<file path="src/rtl/servo_pkg.sv">
// Shared pulse type, default timing and reset widths for the servo PWM path.
// The reset widths are also consumed by the inverse-kinematics lookup.
package servo_pkg;

  typedef logic [23:0] pulse_t;

  localparam int unsigned FRAME_CYCLES_DEF = 2000000;
  localparam int unsigned MIN_PULSE_DEF    = 50000;
  localparam int unsigned MAX_PULSE_DEF    = 250000;
  localparam int unsigned SLEW_STEP_DEF    = 4000;
  localparam int unsigned SHOULDER_RST_DEF = 180000;
  localparam int unsigned ELBOW_RST_DEF    = 145000;

  function automatic pulse_t clamp_pulse(input pulse_t target, input pulse_t lo, input pulse_t hi);
    pulse_t r;
    r = target;
    if (r < lo) r = lo;
    if (r > hi) r = hi;
    return r;
  endfunction

endpackage

</file>
<file path="src/rtl/servo_channel.sv">
// One servo output: clamps the requested width, slews the active width at
// frame boundaries and produces the registered PWM pulse.
module servo_channel
  import servo_pkg::*;
#(
  parameter int unsigned MIN_PULSE = MIN_PULSE_DEF,
  parameter int unsigned MAX_PULSE = MAX_PULSE_DEF,
  parameter int unsigned SLEW_STEP = SLEW_STEP_DEF,
  parameter int unsigned RST_PULSE = SHOULDER_RST_DEF
) (
  input  logic         clk,
  input  logic         reset,
  input  logic         update_i,
  input  logic         pwm_en_i,
  input  logic [23:0]  frame_cnt_i,
  input  logic [23:0]  target_i,
  output logic         pwm_o,
  output logic         at_target_o
);

  localparam pulse_t      MIN_P  = pulse_t'(MIN_PULSE);
  localparam pulse_t      MAX_P  = pulse_t'(MAX_PULSE);
  localparam pulse_t      RST_P  = pulse_t'(RST_PULSE);
  localparam pulse_t      STEP_P = pulse_t'(SLEW_STEP);
  localparam logic [24:0] STEP_W = 25'(SLEW_STEP);

  pulse_t             clamped;
  logic signed [24:0] diff;
  logic [24:0]        diff_mag;
  pulse_t             active_q, active_d;
  logic               pwm_q, pwm_d;

  always_comb begin
    clamped  = clamp_pulse(target_i, MIN_P, MAX_P);
    diff     = $signed({1'b0, clamped}) - $signed({1'b0, active_q});
    diff_mag = diff[24] ? $unsigned(-diff) : $unsigned(diff);

    active_d = active_q;
    if (update_i) begin
      if ((SLEW_STEP == 0) || (diff_mag <= STEP_W)) begin
        active_d = clamped;
      end else if (diff[24]) begin
        active_d = active_q - STEP_P;
      end else begin
        active_d = active_q + STEP_P;
      end
    end

    // Compare uses the width in force this frame, so the pulse is never cut or stretched.
    pwm_d = pwm_en_i && (frame_cnt_i < active_q);
  end

  always_ff @(posedge clk) begin
    if (reset) begin
      active_q <= RST_P;
      pwm_q    <= 1'b0;
    end else begin
      active_q <= active_d;
      pwm_q    <= pwm_d;
    end
  end

  assign pwm_o       = pwm_q;
  assign at_target_o = (active_q == clamped);

endmodule

</file>
<file path="src/rtl/servo_pwm_driver.sv">
// Dual-channel servo PWM generator: shared frame counter, per-frame enable
// arming and the two shoulder/elbow channels.
module servo_pwm_driver
  import servo_pkg::*;
#(
  parameter int unsigned FRAME_CYCLES = FRAME_CYCLES_DEF,
  parameter int unsigned MIN_PULSE    = MIN_PULSE_DEF,
  parameter int unsigned MAX_PULSE    = MAX_PULSE_DEF,
  parameter int unsigned SLEW_STEP    = SLEW_STEP_DEF,
  parameter int unsigned SHOULDER_RST = SHOULDER_RST_DEF,
  parameter int unsigned ELBOW_RST    = ELBOW_RST_DEF
) (
  input  logic        clk,
  input  logic        reset,
  input  logic        enable,
  input  logic [23:0] shoulder_target,
  input  logic [23:0] elbow_target,
  output logic        shoulder_pwm,
  output logic        elbow_pwm,
  output logic        frame_start,
  output logic        settled
);

  localparam int               CNT_W    = $clog2(FRAME_CYCLES);
  localparam logic [CNT_W-1:0] CNT_LAST = CNT_W'(FRAME_CYCLES - 1);

  logic [CNT_W-1:0] frame_cnt_q, frame_cnt_d;
  logic             armed_q, armed_d;
  logic             wrap;
  logic             update;
  logic             pwm_en;
  pulse_t           frame_cnt_ext;
  logic             sh_at_target, el_at_target;

  assign wrap          = (frame_cnt_q == CNT_LAST);
  assign update        = wrap && enable;
  assign pwm_en        = enable && armed_q;
  assign frame_cnt_ext = pulse_t'(frame_cnt_q);

  always_comb begin
    frame_cnt_d = wrap ? '0 : frame_cnt_q + CNT_W'(1);
    // A disable anywhere in a frame blanks the rest of it; re-armed at the wrap.
    if (wrap) begin
      armed_d = 1'b1;
    end else if (!enable) begin
      armed_d = 1'b0;
    end else begin
      armed_d = armed_q;
    end
  end

  always_ff @(posedge clk) begin
    if (reset) begin
      frame_cnt_q <= '0;
      armed_q     <= 1'b1;
    end else begin
      frame_cnt_q <= frame_cnt_d;
      armed_q     <= armed_d;
    end
  end

  servo_channel #(
    .MIN_PULSE (MIN_PULSE),
    .MAX_PULSE (MAX_PULSE),
    .SLEW_STEP (SLEW_STEP),
    .RST_PULSE (SHOULDER_RST)
  ) u_shoulder (
    .clk         (clk),
    .reset       (reset),
    .update_i    (update),
    .pwm_en_i    (pwm_en),
    .frame_cnt_i (frame_cnt_ext),
    .target_i    (shoulder_target),
    .pwm_o       (shoulder_pwm),
    .at_target_o (sh_at_target)
  );

  servo_channel #(
    .MIN_PULSE (MIN_PULSE),
    .MAX_PULSE (MAX_PULSE),
    .SLEW_STEP (SLEW_STEP),
    .RST_PULSE (ELBOW_RST)
  ) u_elbow (
    .clk         (clk),
    .reset       (reset),
    .update_i    (update),
    .pwm_en_i    (pwm_en),
    .frame_cnt_i (frame_cnt_ext),
    .target_i    (elbow_target),
    .pwm_o       (elbow_pwm),
    .at_target_o (el_at_target)
  );

  assign frame_start = (frame_cnt_q == '0);
  assign settled     = sh_at_target && el_at_target;

endmodule

</file>
<file path="config.mk">
export PLATFORM = sky130hd
export DESIGN_NAME = servo_pwm_driver
export DESIGN_NICKNAME = d
export VERILOG_FILES = /design/src/rtl/servo_pkg.sv /design/src/rtl/servo_channel.sv /design/src/rtl/servo_pwm_driver.sv
export SDC_FILE = /design/constraint.sdc
export NUM_CORES = 1
export LEC_CHECK = 0
export BUFFER_PORTS_ARGS = -buffer_cell sky130_fd_sc_hd__buf_4
export CORE_ASPECT_RATIO = 0.75
export CORE_MARGIN = 1
export CORE_UTILIZATION = 58
export CTS_CLUSTER_SIZE = 8
export DETAILED_ROUTE_END_ITERATION = 10
export HOLD_SLACK_MARGIN = 0.05
export PLACE_DENSITY_LB_ADDON = 0.1
export RECOVER_POWER = 25
export SYNTH_ARGS = -nofsm -noshare
export SYNTH_HDL_FRONTEND = slang
export SYNTH_HIERARCHICAL = 1
export SYNTH_SLANG_ARGS = --single-unit
</file>
<file path="constraint.sdc">
create_clock -name clk -period 8 [get_ports clk]
set_clock_uncertainty 0.1 [all_clocks]
set_input_delay 0.8 -clock clk [delete_from_list [all_inputs] [get_ports clk]]
set_output_delay 0.8 -clock clk [all_outputs]
set_load 0.05 [all_outputs]
</file>
==> flow_summary.ini <==
[routing]
first_drt_pass_iteration_count = 5
antenna_violating_nets_post_route = 0
drt_iter0_drc = 1342
totalWireLength_mm = 33.5
post_drt_via_cell_ratio = 6.53
via_count = 11687
route.detailed.wl_per_inst_um = 18.7
drc = 0

[job]
max_cap_violations = 1

[clock_tree]
postCtsResizedCells = 0
clkLatencyLatePin_ps = 330
hold_buffers = 0
cts-root-to-sink-buffers = 2
htreeDepth = 3
clock_tree.root_cell = sky130_fd_sc_hd__clkbuf_16
post_cts.repair.setup_buffers = 0
tritoncts = yes
cts_inserted_buffers = 9
clk_pin_slew_ps = 60
numClockSinks = 72

[critical_path]
critical_path_at_ps = 7730
timing.critical_path.buf_inv = 3
critical_path.slowest_cell = sky130_fd_sc_hd__or4_1
worst-setup-path-type = input port to register
rrSetupSlack_ps = 2410
setup.worst_path.start_class = input port
critPathMaxStageDelay_ps = 510
endpoint_kind = register
path_max_fanout = 12
crit_required_ps = 8120
top_cell_by_count_worst_path = sky130_fd_sc_hd__buf_4
critical-path-top-delay-family = compound AO/OA/AOI/OAI gates

[timing]
fin_setup_tns_ps = 0
report.final.hold_viol_count = 0
finalCritPeriodShare = 0.951
setup_viol = 0
timing.slew.headroom = -0.789
rsz_0062_raised_after_global_routing = false
fin_crit_ps = 7600
final_max_slew_viol_count = 23
max_freq_mhz = 132
worst_slew_pin_slew_ps = 2660

[layout]
area.growth.synth_to_final_pct = 8.97
post_route_cells_drive_above_1_share = 0.115
multiInputGateArea_sq_um = 9120
antenna-diode-count = 0
final-seq-area_sq_um = 1440
mostFrequentLayoutCells = 132 x sky130_fd_sc_hd__ha_1, 119 x sky130_fd_sc_hd__a21oi_1, 97 x sky130_fd_sc_hd__nor2_1
layout_commonest_cell = sky130_fd_sc_hd__ha_1
finish.net_count = 1725
fill_cells = 1661
postLayoutCellArea_sq_um = 12200

[floorplanning]
die_area_sq_um = 19900
die_height_um = 122
core_area_sq_um = 18700
initial_utilization = 0.598
die_w_um = 162
floorplan.rows = 43
floorplan.io_pins = 55

[pwr]
powerDensity_nw_per_um2 = 91.4
vdd_ir_drop_max_mv = 0.133
power_leakage_uw = 0.00524

[placement]
post_dp_cell_area_sq_um = 11900
port-buffer-count = 54
dpl.hpwl_mm = 26.4
finalWeightedCongestion = 0.994

[run_status]
run_status = complete, but fails checks
violations = max-capacitance violations, max-slew violations

[global_route]
gr-usage-all-layers = 0.334
grt.overflow.total = 0
maximum_number_of_pins_on_one_net_before_global_route_repair = 49
grt_first_pass_wirelength_mm = 53.0
vias_in_the_first_global_route = 9995
antenna_found_initial = 0

[synthesis]
syn-instance-count = 1483
yosysWarnings = 6
syn_area_per_cell_sq_um = 7.55
syn-cell-area_sq_um = 11200
synth_flop_cell = sky130_fd_sc_hd__dfxtp_1
synth_enable_flop_cells = 0
number_of_flip_flops_and_latches_in_the_synthesized_netlist = 72
synth.lib_cells_used.distinct = 109
yosysSeqAreaShare = 0.129
async_reset_ff_frac = 0

[min_path]
hold_removal_path_class = register to register
path summary, 6_finish.rpt:
path | cells after the start | end | from
worst max-delay path | 29 | u_elbow/active_q[23] | elbow_target[13]
worst min register to register | 2 | u_elbow/active_q[2] | u_elbow/active_q[2]
worst max register to register | 21 | u_elbow/active_q[23] | u_elbow/active_q[0]
worst min-delay path | 2 | u_elbow/active_q[2] | u_elbow/active_q[2]
layout make-up:
class | count | area share
clock buffer | 9 | 0.0185
clock inverter | 7 | 0.00984
inverter | 97 | 0.0298
multi-input combinational | 1274 | 0.747
sequential | 72 | 0.118
tap | 247 | 0.0253
timing repair buffer | 84 | 0.0511
registers in the layout, summed over array words and instances, names as in the netlist:
register / count
armed_q: 1
u_shoulder/active_q: 24
u_shoulder/pwm_o: 1
u_elbow/pwm_o: 1
frame_cnt_q: 21
u_elbow/active_q: 24
cells in the mapped netlist, types with 7 or more instances:
cell / n / area share
sky130_fd_sc_hd__nor3b_1: 7 / 0.0047
sky130_fd_sc_hd__buf_6: 10 / 0.010
sky130_fd_sc_hd__or3_1: 27 / 0.015
sky130_fd_sc_hd__nand3_1: 42 / 0.019
sky130_fd_sc_hd__o21ai_0: 55 / 0.025
sky130_fd_sc_hd__a211oi_1: 18 / 0.012
sky130_fd_sc_hd__o21ai_1: 9 / 0.0040
sky130_fd_sc_hd__clkbuf_1: 21 / 0.0070
sky130_fd_sc_hd__a31o_2: 11 / 0.0086
sky130_fd_sc_hd__nor4_1: 25 / 0.014
sky130_fd_sc_hd__and3_1: 22 / 0.012
sky130_fd_sc_hd__and4_1: 8 / 0.0063
sky130_fd_sc_hd__or2_2: 16 / 0.0089
sky130_fd_sc_hd__o41ai_1: 8 / 0.0063
sky130_fd_sc_hd__mux2i_1: 18 / 0.016
sky130_fd_sc_hd__a31oi_1: 22 / 0.012
sky130_fd_sc_hd__o21bai_1: 8 / 0.0054
sky130_fd_sc_hd__and2_1: 21 / 0.012
sky130_fd_sc_hd__or4_1: 13 / 0.0087
sky130_fd_sc_hd__xor2_1: 26 / 0.020
sky130_fd_sc_hd__a211o_1: 7 / 0.0055
sky130_fd_sc_hd__nor2_1: 97 / 0.033
sky130_fd_sc_hd__nand4_1: 34 / 0.019
sky130_fd_sc_hd__dfxtp_1: 72 / 0.13
sky130_fd_sc_hd__ha_1: 132 / 0.15
sky130_fd_sc_hd__nor3_1: 52 / 0.023
sky130_fd_sc_hd__xnor2_1: 48 / 0.038
sky130_fd_sc_hd__o31ai_1: 22 / 0.015
sky130_fd_sc_hd__buf_2: 17 / 0.0076
sky130_fd_sc_hd__nand2b_1: 23 / 0.013
sky130_fd_sc_hd__o21a_1: 18 / 0.012
sky130_fd_sc_hd__a21oi_1: 119 / 0.053
sky130_fd_sc_hd__a21o_1: 44 / 0.029
sky130_fd_sc_hd__nor2b_1: 15 / 0.0084
sky130_fd_sc_hd__o211ai_1: 36 / 0.024
sky130_fd_sc_hd__nand2_1: 95 / 0.032
sky130_fd_sc_hd__inv_1: 96 / 0.032
metal layers:
metal	vias up	track usage	wire length, um
li1	5735	-	-
met1	5375	0.541	16900
met2	561	0.440	12400
met3	16	0.0727	3920
met4	0	0.0389	216
met5	-	0	0
worst min-delay path, cell delays in order, from the launching register on:
cell and delay [ps]:
sky130_fd_sc_hd__dfxtp_1 310, sky130_fd_sc_hd__nand2_1 50, sky130_fd_sc_hd__mux2i_1 60
through the flow:
stage	utilization	worst slack (ps)	total power (uW)	hold WS, ps	instances
after global placement	0.634	278	636	350	1774
final	0.652	396	1120	369	1790
after global routing	0.652	39.6	1160	384	1790
after detailed placement	0.634	50.2	639	361	1774
after CTS	0.652	358	1110	369	1790
after floorplan	-	273	568	338	1498
power breakdown:
part	total [uW]	switching (uW)	internal, uW
registers	363	2.61	360
logic	280	162	117
clock network	473	167	305
cell families after synthesis:
| group | after synthesis | synth area share |
|---|---|---|
| and+or+nand+nor | 537 | 0.265 |
| AOI/OAI and AO/OA | 487 | 0.310 |
| buffers and inverters | 152 | 0.0622 |
| adders and majority gates | 136 | 0.155 |
| xor gates and xnor gates | 76 | 0.0608 |
| DFF | 72 | 0.129 |
| muxes | 20 | 0.0181 |
| other | 3 | 0.00101 |
Note: power is estimated with default switching activity, not from simulation.
